$ cat src/rtl/wb_pkg.sv
// Shared types for the Wishbone initiator slice.
//   state_e   : sequencer state (IDLE, ACTIVE)
//   wb_rsp_t  : one registered beat response {dat, err, timeout, last}
//   sel_width : number of select lanes for a data width / lane granule
package wb_pkg;

  // Response data field width; widen this for buses wider than 32 bits.
  localparam int RSP_DAT_W = 32;

  typedef enum logic {
    IDLE   = 1'b0,
    ACTIVE = 1'b1
  } state_e;

  typedef struct packed {
    logic [RSP_DAT_W-1:0] dat;
    logic                 err;
    logic                 timeout;
    logic                 last;
  } wb_rsp_t;

  function automatic int sel_width(input int data_w, input int granule);
    return data_w / granule;
  endfunction

endpackage

$ cat src/rtl/wb_watchdog.sv
// Per-beat timeout counter.
//   clk_i, rst_i : clock, asynchronous active-low reset
//   clr_i        : restart the count (new beat or bus idle); wins over en_i
//   en_i         : the current beat waited another cycle without termination
//   expire_o     : this waiting cycle is the TIMEOUT_CYCLES-th one
// With TIMEOUT_CYCLES = 0 the counter is removed and expire_o is tied low.
module wb_watchdog #(
  parameter int TIMEOUT_CYCLES = 16
) (
  input  logic clk_i,
  input  logic rst_i,
  input  logic clr_i,
  input  logic en_i,
  output logic expire_o
);

  generate
    if (TIMEOUT_CYCLES == 0) begin : g_off
      logic unused_tieoff;
      assign unused_tieoff = ^{clk_i, rst_i, clr_i, en_i};
      assign expire_o      = 1'b0;
    end else begin : g_on
      localparam int CW = $clog2(TIMEOUT_CYCLES + 1);
      logic [CW-1:0] cnt_q;

      always_ff @(posedge clk_i or negedge rst_i) begin
        if (!rst_i) begin
          cnt_q <= '0;
        end else if (clr_i) begin
          cnt_q <= '0;
        end else if (en_i) begin
          cnt_q <= cnt_q + CW'(1);
        end
      end

      // cnt_q counts waits already taken, so the edge that would bring it
      // to TIMEOUT_CYCLES is the expiring one: stb stays up exactly
      // TIMEOUT_CYCLES cycles.
      assign expire_o = en_i && (cnt_q == CW'(TIMEOUT_CYCLES - 1));
    end
  endgenerate

endmodule

$ cat src/rtl/wb_master_seq.sv
// Command-driven Wishbone classic initiator.
// Takes one command (we, adr, dat, sel, len) and runs a single classic
// cycle of len+1 beats with incrementing address, returning one response
// pulse per beat. A beat ends on ack_i, err_i (err wins, aborts the cycle)
// or after TIMEOUT_CYCLES unterminated cycles (aborts the cycle).
// Ports:
//   clk_i, rst_i           : clock, asynchronous active-low reset
//   cmd_valid_i/ready_o    : command handshake
//   cmd_we/adr/dat/sel/len : command fields, sampled only at acceptance
//   rsp_valid_o            : one-cycle response pulse
//   rsp_dat/err/timeout/last_o : response contents
//   cyc_o, stb_o, we_o, adr_o, dat_o, sel_o : Wishbone initiator outputs
//   ack_i, err_i, dat_i    : Wishbone terminations and read data
module wb_master_seq
  import wb_pkg::*;
#(
  parameter int ADDR_WIDTH     = 16,
  parameter int DATA_WIDTH     = 32,
  parameter int GRANULE        = 8,
  parameter int LEN_WIDTH      = 4,
  parameter int TIMEOUT_CYCLES = 16
) (
  input  logic                          clk_i,
  input  logic                          rst_i,
  input  logic                          cmd_valid_i,
  output logic                          cmd_ready_o,
  input  logic                          cmd_we_i,
  input  logic [ADDR_WIDTH-1:0]         cmd_adr_i,
  input  logic [DATA_WIDTH-1:0]         cmd_dat_i,
  input  logic [DATA_WIDTH/GRANULE-1:0] cmd_sel_i,
  input  logic [LEN_WIDTH-1:0]          cmd_len_i,
  output logic                          rsp_valid_o,
  output logic [DATA_WIDTH-1:0]         rsp_dat_o,
  output logic                          rsp_err_o,
  output logic                          rsp_timeout_o,
  output logic                          rsp_last_o,
  output logic                          cyc_o,
  output logic                          stb_o,
  output logic                          we_o,
  output logic [ADDR_WIDTH-1:0]         adr_o,
  output logic [DATA_WIDTH-1:0]         dat_o,
  output logic [DATA_WIDTH/GRANULE-1:0] sel_o,
  input  logic                          ack_i,
  input  logic                          err_i,
  input  logic [DATA_WIDTH-1:0]         dat_i
);

  localparam int SEL_WIDTH = sel_width(DATA_WIDTH, GRANULE);

  state_e                 state_q, state_d;
  logic                   init_q;
  logic [ADDR_WIDTH-1:0]  adr_q, adr_d;
  logic [DATA_WIDTH-1:0]  dat_q, dat_d;
  logic [SEL_WIDTH-1:0]   sel_q, sel_d;
  logic                   we_q, we_d;
  logic [LEN_WIDTH-1:0]   len_q, len_d;
  logic [LEN_WIDTH-1:0]   beat_q, beat_d;
  wb_rsp_t                rsp_p1, rsp_d;
  logic                   vld_p1, vld_d;
  logic                   accept;
  logic                   wd_clr, wd_en, wd_expire;

  // Ready only from the first clock after reset release, and only in IDLE.
  assign cmd_ready_o = init_q && (state_q == IDLE);
  assign accept      = cmd_valid_i && cmd_ready_o;

  wb_watchdog #(
    .TIMEOUT_CYCLES (TIMEOUT_CYCLES)
  ) u_watchdog (
    .clk_i    (clk_i),
    .rst_i    (rst_i),
    .clr_i    (wd_clr),
    .en_i     (wd_en),
    .expire_o (wd_expire)
  );

  always_comb begin
    state_d = state_q;
    adr_d   = adr_q;
    dat_d   = dat_q;
    sel_d   = sel_q;
    we_d    = we_q;
    len_d   = len_q;
    beat_d  = beat_q;
    rsp_d   = '0;
    vld_d   = 1'b0;
    wd_clr  = 1'b1;
    wd_en   = 1'b0;

    unique case (state_q)
      IDLE: begin
        if (accept) begin
          state_d = ACTIVE;
          adr_d   = cmd_adr_i;
          dat_d   = cmd_we_i ? cmd_dat_i : '0;
          sel_d   = cmd_sel_i;
          we_d    = cmd_we_i;
          len_d   = cmd_len_i;
          beat_d  = '0;
        end
      end
      ACTIVE: begin
        wd_clr = 1'b0;
        if (err_i) begin
          vld_d       = 1'b1;
          rsp_d.err   = 1'b1;
          rsp_d.last  = 1'b1;
          state_d     = IDLE;
        end else if (ack_i) begin
          vld_d     = 1'b1;
          rsp_d.dat = we_q ? '0 : RSP_DAT_W'(dat_i);
          if (beat_q == len_q) begin
            rsp_d.last = 1'b1;
            state_d    = IDLE;
          end else begin
            adr_d  = adr_q + ADDR_WIDTH'(SEL_WIDTH);
            dat_d  = we_q ? dat_q + DATA_WIDTH'(1) : dat_q;
            beat_d = beat_q + LEN_WIDTH'(1);
            wd_clr = 1'b1;
          end
        end else begin
          wd_en = 1'b1;
          if (wd_expire) begin
            vld_d         = 1'b1;
            rsp_d.timeout = 1'b1;
            rsp_d.last    = 1'b1;
            state_d       = IDLE;
          end
        end
      end
      default: state_d = IDLE;
    endcase
  end

  always_ff @(posedge clk_i or negedge rst_i) begin
    if (!rst_i) begin
      state_q <= IDLE;
      init_q  <= 1'b0;
    end else begin
      state_q <= state_d;
      init_q  <= 1'b1;
    end
  end

  // Bus-side registers: every output is cleared by reset so an in-flight
  // cycle vanishes immediately.
  always_ff @(posedge clk_i or negedge rst_i) begin
    if (!rst_i) begin
      adr_q  <= '0;
      dat_q  <= '0;
      sel_q  <= '0;
      we_q   <= 1'b0;
      len_q  <= '0;
      beat_q <= '0;
    end else begin
      adr_q  <= adr_d;
      dat_q  <= dat_d;
      sel_q  <= sel_d;
      we_q   <= we_d;
      len_q  <= len_d;
      beat_q <= beat_d;
    end
  end

  // ---- stage p1: response registered one cycle after the terminating edge
  always_ff @(posedge clk_i or negedge rst_i) begin
    if (!rst_i) begin
      vld_p1 <= 1'b0;
      rsp_p1 <= '0;
    end else begin
      vld_p1 <= vld_d;
      rsp_p1 <= rsp_d;
    end
  end

  assign cyc_o         = (state_q == ACTIVE);
  assign stb_o         = (state_q == ACTIVE);
  assign we_o          = we_q;
  assign adr_o         = adr_q;
  assign dat_o         = dat_q;
  assign sel_o         = sel_q;
  assign rsp_valid_o   = vld_p1;
  assign rsp_dat_o     = DATA_WIDTH'(rsp_p1.dat);
  assign rsp_err_o     = rsp_p1.err;
  assign rsp_timeout_o = rsp_p1.timeout;
  assign rsp_last_o    = rsp_p1.last;

endmodule

$ cat config.mk
export PLATFORM = sky130hd
export DESIGN_NAME = wb_master_seq
export DESIGN_NICKNAME = d
export VERILOG_FILES = /design/src/rtl/wb_pkg.sv /design/src/rtl/wb_watchdog.sv /design/src/rtl/wb_master_seq.sv
export SDC_FILE = /design/constraint.sdc
export NUM_CORES = 1
export LEC_CHECK = 0
export BUFFER_PORTS_ARGS = -buffer_cell sky130_fd_sc_hd__buf_2
export CAP_MARGIN = 20
export CORE_UTILIZATION = 34
export DETAILED_ROUTE_END_ITERATION = 6
export PLACE_DENSITY = 0.66
export SLEW_MARGIN = 20
export SYNTH_ARGS = -nofsm -noshare
export SYNTH_HDL_FRONTEND = slang
export SYNTH_SLANG_ARGS = --single-unit
$ cat constraint.sdc
create_clock -name clk_i -period 1.7 [get_ports clk_i]
set_input_delay 0.255 -clock clk_i [delete_from_list [all_inputs] [get_ports clk_i]]
set_output_delay 0.255 -clock clk_i [all_outputs]
set_load 0.02 [all_outputs]
==> results of run 1 <==
-- per-layer routing --
metal	track usage [%]	up-vias	share of wire, %
met5	0	-	0
met4	8.859	0	2.0
met3	4.036	24	5.5
met2	36.95	162	50
met1	26.45	2607	42
li1	-	2565	-
-- repair_timing --
action / CTS / global route
cloned: 2 / 0
pin swaps: 26 / 13
hold buffers: 1 / 0
endpoints found under the hold margin: 48 / 0
endpoints found under the setup margin: 55 / 56
gates resized for setup: 47 / 25
setup buffers: 8 / 6
-- cell families (layout without fill, tap and decap cells) --
logic type	Yosys count	count (layout)	synth area share [%]
AOI/OAI and AO/OA	109	109	15.19
xor gates and xnor gates	7	7	1.600
adders and majority gates	5	5	1.194
buffers and inverters	42	324	3.868
DFF	104	104	49.67
muxes	12	12	2.316
other	1	1	0.07156
and+or+nand+nor	261	261	26.10
-- layout by cell type, fill, tap and decap left out, types with 4 or more instances in the layout --
master                      instances
sky130_fd_sc_hd__buf_12             6
sky130_fd_sc_hd__a211oi_1           5
sky130_fd_sc_hd__buf_2            184
sky130_fd_sc_hd__nor2_1            29
sky130_fd_sc_hd__ha_1               4
sky130_fd_sc_hd__a31oi_1            4
sky130_fd_sc_hd__or4_1              7
sky130_fd_sc_hd__and3_1            48
sky130_fd_sc_hd__buf_6              6
sky130_fd_sc_hd__and4_1             4
sky130_fd_sc_hd__o22ai_1            4
sky130_fd_sc_hd__nor3_1            12
sky130_fd_sc_hd__nor2_4             4
sky130_fd_sc_hd__nand2b_1           7
sky130_fd_sc_hd__o211ai_1           7
sky130_fd_sc_hd__o21ai_2            6
sky130_fd_sc_hd__a22oi_2            7
sky130_fd_sc_hd__a21oi_2            5
sky130_fd_sc_hd__dfrtp_1           89
sky130_fd_sc_hd__inv_1             10
sky130_fd_sc_hd__a21oi_1           20
sky130_fd_sc_hd__mux2i_1           11
sky130_fd_sc_hd__nand3_1           29
sky130_fd_sc_hd__clkbuf_16          9
sky130_fd_sc_hd__nand4_1           20
sky130_fd_sc_hd__and2_1             4
sky130_fd_sc_hd__nand3_2            4
sky130_fd_sc_hd__buf_4             99
sky130_fd_sc_hd__o21ai_0            4
sky130_fd_sc_hd__o21ai_1            7
sky130_fd_sc_hd__nand2_1           63
sky130_fd_sc_hd__a32oi_1            4
sky130_fd_sc_hd__dfrtp_2           15
sky130_fd_sc_hd__xor2_2             4
-- path summary, 6_finish.rpt --
kind | end | startpoint
max | dat_o[6] | len_q[2]
min | sel_o[1] | cmd_sel_i[1]
max reg2reg | dat_o[6] | len_q[2]
min reg2reg | sel_o[2] | sel_o[2]
max in group asynchronous | cyc_o | rst_i
min in group asynchronous | dat_o[29] | rst_i
-- critical path, cell delays in order (launching register included) --
cell and delay [ns]:
sky130_fd_sc_hd__dfrtp_1 0.41, sky130_fd_sc_hd__xor2_2 0.18, sky130_fd_sc_hd__buf_4 0.14, sky130_fd_sc_hd__o41a_4 0.54, sky130_fd_sc_hd__a21oi_4 0.16, sky130_fd_sc_hd__buf_12 0.17
sky130_fd_sc_hd__o21ai_2 0.08, sky130_fd_sc_hd__a211oi_2 0.21
-- power groups by stage --
stage / registers [mW] / logic (mW) / clock network (mW)
final: 3.53 / 4.37 / 2.34
after global routing: 3.61 / 4.73 / 2.48
after CTS: 3.51 / 4.22 / 2.38
after detailed placement: 3.54 / 4.01 / 0
after global placement: 3.53 / 3.94 / 0
after floorplan: 4.33 / 1.31 / 0
-- area by class of cell --
| type | count | area [um^2] |
|---|---|---|
| tap | 188 | 235.2 |
| clock inverter | 5 | 86.33 |
| timing repair buffer | 298 | 1917 |
| sequential | 104 | 2621 |
| inverter | 10 | 37.54 |
| fill | 1384 | 7288 |
| multi-input combinational | 395 | 2718 |
| clock buffer | 11 | 242.7 |
-- per-stage QoR --
| stage | setup TNS [ns] | utilization (%) |
|---|---|---|
| 2_1_floorplan | -1.072 | - |
| 3_3_place_gp | -8.925 | 46.64 |
| 3_5_place_dp | -11.23 | 46.64 |
| 4_1_cts | -8.181 | 50.77 |
| 5_1_grt | -12.49 | 51.88 |
| 6_report | -8.838 | 51.88 |
-- state kept, by name, indices dropped and copies added (netlist names) --
register and cells:
rsp_err_o 1, rsp_timeout_o 1, sel_o 4, len_q 4, adr_o 16, init_q 1, beat_q 4, rsp_last_o 1
u_watchdog.g_on.cnt_q 5, cyc_o 1, rsp_valid_o 1, we_o 1, dat_o 32, rsp_dat_o 32
==> out/qor_table.md, run 1 <==
| Result | This run | Unit |
|---|---|---|
| Outcome | finished, violations left | - |
| Violations in the final reports | negative setup slack | - |
| HPWL Detailed | 11970 | um |
| Area after detailed placement | 7064 | um^2 |
| Internal power component | 6.263 | mW |
| Overall overflow remaining after global route | 0 | - |
| Final nets | 917 | - |
| Final count of hold timing violations | 0 | - |
| DR vias | 5358 | - |
| Max-cap check violation count | 0 | - |
| Maximum clock rate | 0.5050 | GHz |
| Number of CTS-inserted buffers | 9 | - |
| TritonCTS clock tree | built | - |
| Initial detailed-routing violation count | 384 | - |
| Number of warning messages in the yosys log | 0 | - |
| Clock latency on the worst-skew pair | 0.36 | ns |
| Weighted congestion reported at the end of routability-driven placement | 0.8665 | - |
| Largest area contributor in the synthesized netlist | sky130_fd_sc_hd__dfrtp_1 | - |
| Worst min-delay path category | in2reg | - |
| Share of flip-flops with an asynchronous set or reset | 100.0 | % |
| Crit path max fanout | 13 | - |
| Synthesized Nets | 640 | - |
| Maximum number of pins on one net before global-route repair | 44 | - |
| Horizontal die dimension | 126.1 | um |
| Worst R2R Setup Slack | -0.28 | ns |
| Most common cell in the synthesized netlist | sky130_fd_sc_hd__dfrtp_1 | - |
| Combinational Power Share | 42.6 | % |
| PnR worst setup slack | -0.2801 | ns |
| Switching component of the power | 3.977 | mW |
| Prevailing post-synth register cell | sky130_fd_sc_hd__dfrtp_1 | - |
| Final-report max-slew violation count | 0 | - |
| Total placed cells including tap cells | 979 | - |
| P&R area growth vs syn | 49.95 | % |
| Number of antenna violations at the first check in global routing | 0 | - |
| CTS sink count | 104 | - |
| Setup CP Type | reg2reg | - |
| Cells on worst reg2reg path | 7 | - |
| Post-route cell area | 7858 | um^2 |
| Kind of launch point of the worst setup path | flip-flop | - |
| Part of the power in the clock network | 22.9 | % |
| Starting density of the core | 34.60 | % |
| Post-detailed-route DRC marker count | 0 | - |
| Overall Global Routing Usage | 21.49 | % |
| Detail Route Antenna Nets | 0 | - |
| Area of the mapped netlist | 5240 | um^2 |
| Largest clock skew in the final design | 0.007688 | ns |
| Unique cell type count in the Yosys netlist | 66 | - |
| Top post-synthesis cells by count | sky130_fd_sc_hd__dfrtp_1 (104), sky130_fd_sc_hd__nand2_1 (67), sky130_fd_sc_hd__and3_1 (48) | - |
| Boundary pin count | 186 | - |
| DRT Pass-1 Iters | 4 | - |
| Peak ir drop on the vdd network | 596.7 | uV |
| Post-CTS clock slew at the launch and capture registers of the worst setup and hold paths | 0.07 | ns |
| Biggest area contributors in the synthesized netlist | sky130_fd_sc_hd__dfrtp_1 (50%), sky130_fd_sc_hd__and3_1 (5.7%), sky130_fd_sc_hd__nand2_1 (4.8%), sky130_fd_sc_hd__nand3_1 (3.3%), sky130_fd_sc_hd__a21oi_1 (2.4%) | - |
| Worst hold stages | 3 | - |
| Worst setup slack after placement | -0.3153 | ns |
| Number of global-route vias before repair | 5225 | - |
| Number of vias per cell after detailed routing | 5.300 | - |
| Standby leakage power | 4.028 | nW |
| Type of element capturing the critical path | flip-flop | - |
| Switching Share | 38.84 | % |
| Proportion of layout cells with a drive suffix above 1 | 47.75 | % |
| Total detailed-routing wirelength | 16830 | um |
| WP data required | 1.97 | ns |
| Part of the power in registers | 34.5 | % |
| Diodes inserted | 0 | - |
| Top cell type's share of synthesized area | 49.67 | % |
| Number of H-tree branching levels | 3 | - |
| Core Box Area | 15150 | um^2 |
| Post-Synthesis Cells | 541 | - |
| Mean post-synth cell area | 9.686 | um^2 |
| Worst hold slack | 0.08543 | ns |
| Input/output buffers | 185 | - |
| Height of the die | 126.1 | um |
| Wire length per cell | 16.64 | um |
| Number of flip-flops and latches in the synthesized netlist | 104 | - |
| Site Rows | 45 | - |
| CP arrival | 2.25 | ns |
| Fraction of the yosys area taken by sequential cells | 49.67 | % |
| Share of the clock period used by the worst path | 116.5 | % |
| Total setup violations reported at the end of the flow | 50 | - |
| Maximum count of clock buffers along a single path | 2 | - |
| RSZ-0062 raised after global routing | true | - |
| Die Footprint | 15910 | um^2 |
| Global-route wire length before repair | 26620 | um |
| Fin crit period | 1.980 | ns |
| Final Total Pwr | 10.24 | mW |
| Post-synth EDFFs | 0 | - |
| Ratio of total power to cell area | 1303 | nW/um^2 |
| Count of non-filler cells in the finished layout | 1011 | - |
| Root Buffer Master | sky130_fd_sc_hd__clkbuf_16 | - |
Power figures use the tool's default switching activity.
==> run 2, diff against run 1 <==
--- a/config.mk
+++ b/config.mk
@@ -9,7 +9,7 @@
 export CAP_MARGIN = 20
 export CORE_UTILIZATION = 34
 export DETAILED_ROUTE_END_ITERATION = 6
-export PLACE_DENSITY = 0.66
+export PLACE_DENSITY = 0.64
 export SLEW_MARGIN = 20
 export SYNTH_ARGS = -nofsm -noshare
 export SYNTH_HDL_FRONTEND = slang
==> constraint.sdc (replaced) <==
create_clock -name clk_i -period 2.4 [get_ports clk_i]
set_input_delay 0.36 -clock clk_i [delete_from_list [all_inputs] [get_ports clk_i]]
set_output_delay 0.36 -clock clk_i [all_outputs]
set_load 0.02 [all_outputs]
==> run 2 against run 1 <==
Effect of this change:
- the flow now finishes without violations
- maximum frequency shrank 8.3%
- clock skew down 0.0021 ns
- critical path depth is 2 lower
- highest routed layer unchanged
- die area did not move
- count of clock-buffer cells in the layout is 1 lower
- non-clock buffer count decreased by 97
- power shrank 40%
- largest power group is now registers
- sequential cell count did not move
- register-to-register slack better by 0.52 ns
- global-route usage fell by 2.2 points
==> out/qor_table.md, run 2 (synthesis results as in run 1) <==
| Result | This run | Unit | Change |
|---|---|---|---|
| Outcome | complete, no violations | - | was finished, violations left |
| Clock latency on the worst-skew pair | 0.35 | ns | was 0.36 ns |
| Post-detailed-route DRC marker count | 0 | - | unchanged |
| Crit path max fanout | 13 | - | unchanged |
| Largest clock skew in the final design | 0.005554 | ns | was 0.007688 ns |
| Peak ir drop on the vdd network | 451.6 | uV | was 596.7 uV |
| Kind of launch point of the worst setup path | flip-flop | - | unchanged |
| Final nets | 820 | - | was 917 |
| Fin crit period | 2.160 | ns | was 1.980 ns |
| Proportion of layout cells with a drive suffix above 1 | 32.64 | % | was 47.75% |
| Weighted congestion reported at the end of routability-driven placement | 0.8316 | - | was 0.8665 |
| Standby leakage power | 3.401 | nW | was 4.028 nW |
| Ratio of total power to cell area | 922.5 | nW/um^2 | was 1303 nW/um^2 |
| Worst min-delay path category | in2async | - | was in2reg |
| Core Box Area | 15150 | um^2 | unchanged |
| Die Footprint | 15910 | um^2 | unchanged |
| Share of the clock period used by the worst path | 90.01 | % | was 116.5% |
| Maximum number of pins on one net before global-route repair | 52 | - | was 44 |
| Worst slew margin relative to its limit | 33.91 | % |  |
| Total setup violations reported at the end of the flow | 0 | - | was 50 |
| Initial detailed-routing violation count | 254 | - | was 384 |
| DR vias | 4908 | - | was 5358 |
| Detail Route Antenna Nets | 0 | - | unchanged |
| Measured slew at the worst slew-check pin | 0.9847 | ns |  |
| Setup CP Type | reg2reg | - | unchanged |
| Horizontal die dimension | 126.1 | um | unchanged |
| Boundary pin count | 186 | - | unchanged |
| Overall overflow remaining after global route | 0 | - | unchanged |
| Number of global-route vias before repair | 4798 | - | was 5225 |
| Overall Global Routing Usage | 19.30 | % | was 21.49% |
| Final count of hold timing violations | 0 | - | unchanged |
| WP data required | 2.66 | ns | was 1.97 ns |
| Quantity of hold-fixing buffers added after cts | 0 | - | was 1 |
| Type of element capturing the critical path | flip-flop | - | unchanged |
| Site Rows | 45 | - | unchanged |
| Starting density of the core | 34.60 | % | unchanged |
| Post-CTS clock slew at the launch and capture registers of the worst setup and hold paths | 0.07 | ns | about the same |
| Number of H-tree branching levels | 3 | - | unchanged |
| DRT Pass-1 Iters | 4 | - | unchanged |
| Number of vias per cell after detailed routing | 5.364 | - | was 5.300 |
| Maximum clock rate | 0.4629 | GHz | was 0.5050 GHz |
| Wire length per cell | 16.42 | um | was 16.64 um |
| Number of CTS-inserted buffers | 9 | - | unchanged |
| TritonCTS clock tree | built | - | unchanged |
| Final-report max-slew violation count | 0 | - | unchanged |
| CP arrival | 2.42 | ns | was 2.25 ns |
| Maximum count of clock buffers along a single path | 2 | - | unchanged |
| P&R area growth vs syn | 26.96 | % | was 49.95% |
| Height of the die | 126.1 | um | unchanged |
| Fill cell instance count of the final layout | 1490 | - | was 1384 |
| Count of instances resized after the clock tree is built | 0 | - | was 47 |
| CTS sink count | 104 | - | unchanged |
| Post-route setup TNS | 0 | ns | was -8.838 ns |
| Total detailed-routing wirelength | 15020 | um | was 16830 um |
| Global-route wire length before repair | 24520 | um | was 26620 um |
| RSZ-0062 raised after global routing | false | - | was true |
| Top library cells by usage in the layout, fill and taps aside | sky130_fd_sc_hd__buf_2 (184), sky130_fd_sc_hd__dfrtp_1 (103), sky130_fd_sc_hd__nand2_1 (67) | - | was sky130_fd_sc_hd__buf_2 (184), sky130_fd_sc_hd__buf_4 (99), sky130_fd_sc_hd__dfrtp_1 (89) |
| Post-CTS Setup Repair Bufs | 0 | - | was 8 |
| HPWL Detailed | 10900 | um | was 11970 um |
| Number of antenna violations at the first check in global routing | 1 | - | was 0 |
| Input/output buffers | 185 | - | unchanged |
| Max-cap check violation count | 0 | - | unchanged |
| Root Buffer Master | sky130_fd_sc_hd__clkbuf_16 | - | unchanged |
| Final Total Pwr | 6.137 | mW | was 10.24 mW |
| Commonest non-fill, non-tap cell in the layout | sky130_fd_sc_hd__buf_2 | - | unchanged |
[run 2: path summary, 6_finish.rpt]
path	from	endpoint	slack, ns	depth (start not counted)
min in group clk_i	cmd_len_i[2]	len_q[2]	0.20	3
hold reg to reg	sel_o[1]	sel_o[1]	0.48	2
hold / removal	rst_i	adr_o[11]	0.04	1
setup reg to reg	beat_q[3]	dat_o[10]	0.24	5
max in group asynchronous	rst_i	rsp_dat_o[29]	1.65	2
setup / recovery	beat_q[3]	dat_o[10]	0.24	5
[run 2: worst max-delay path, stage by stage (launching register included)]
cell and delay (ns):
sky130_fd_sc_hd__dfrtp_1 0.40, sky130_fd_sc_hd__xor2_1 0.35, sky130_fd_sc_hd__o41ai_4 0.13, sky130_fd_sc_hd__o21ai_1 0.78, sky130_fd_sc_hd__o221ai_1 0.21, sky130_fd_sc_hd__a41oi_1 0.20
[run 2: stage by stage]
stage	cells	utilization (%)	instance area, um^2	worst slack, ns	hold slack [ns]
CTS	914	43.91	6650	0.2323	0.06067
floorplan	541	-	5240	0.4822	0.06441
global route	915	43.92	6653	0.06476	0.08095
detailed placement	898	42.09	6375	0.1395	0.4433
finish	915	43.92	6653	0.2397	0.03835
global placement	898	42.09	6375	0.2366	0.4241
[run 2: layout make-up]
| cell class | count | area [um^2] | area share [%] |
|---|---|---|---|
| sequential | 104 | 2604 | 39.14 |
| multi-input combinational | 395 | 2437 | 36.64 |
| timing repair buffer | 201 | 1061 | 15.95 |
| tap | 188 | 235.2 | 3.536 |
| clock buffer | 10 | 229.0 | 3.442 |
| clock inverter | 6 | 46.29 | 0.6959 |
| inverter | 10 | 37.54 | 0.5642 |
| antenna | 1 | 2.502 | 0.03762 |
[run 2: power breakdown]
| group | leakage, nW | total (mW) | internal [mW] | switching (mW) |
|---|---|---|---|---|
| Sequential | 1.33 | 2.70 | 2.13 | 0.569 |
| Combinational | 1.95 | 2.06 | 0.783 | 1.28 |
| Clock | 0.117 | 1.37 | 0.706 | 0.666 |
| Total | 3.40 | 6.14 | 3.62 | 2.51 |
[run 2: routing by layer]
metal	part of all wire [%]	up-vias	GRT usage, %
met2	49	169	31.85
met1	44	2367	25.35
met3	5.3	15	3.101
li1	-	2357	-
met5	0	-	0
met4	1.4	0	7.654
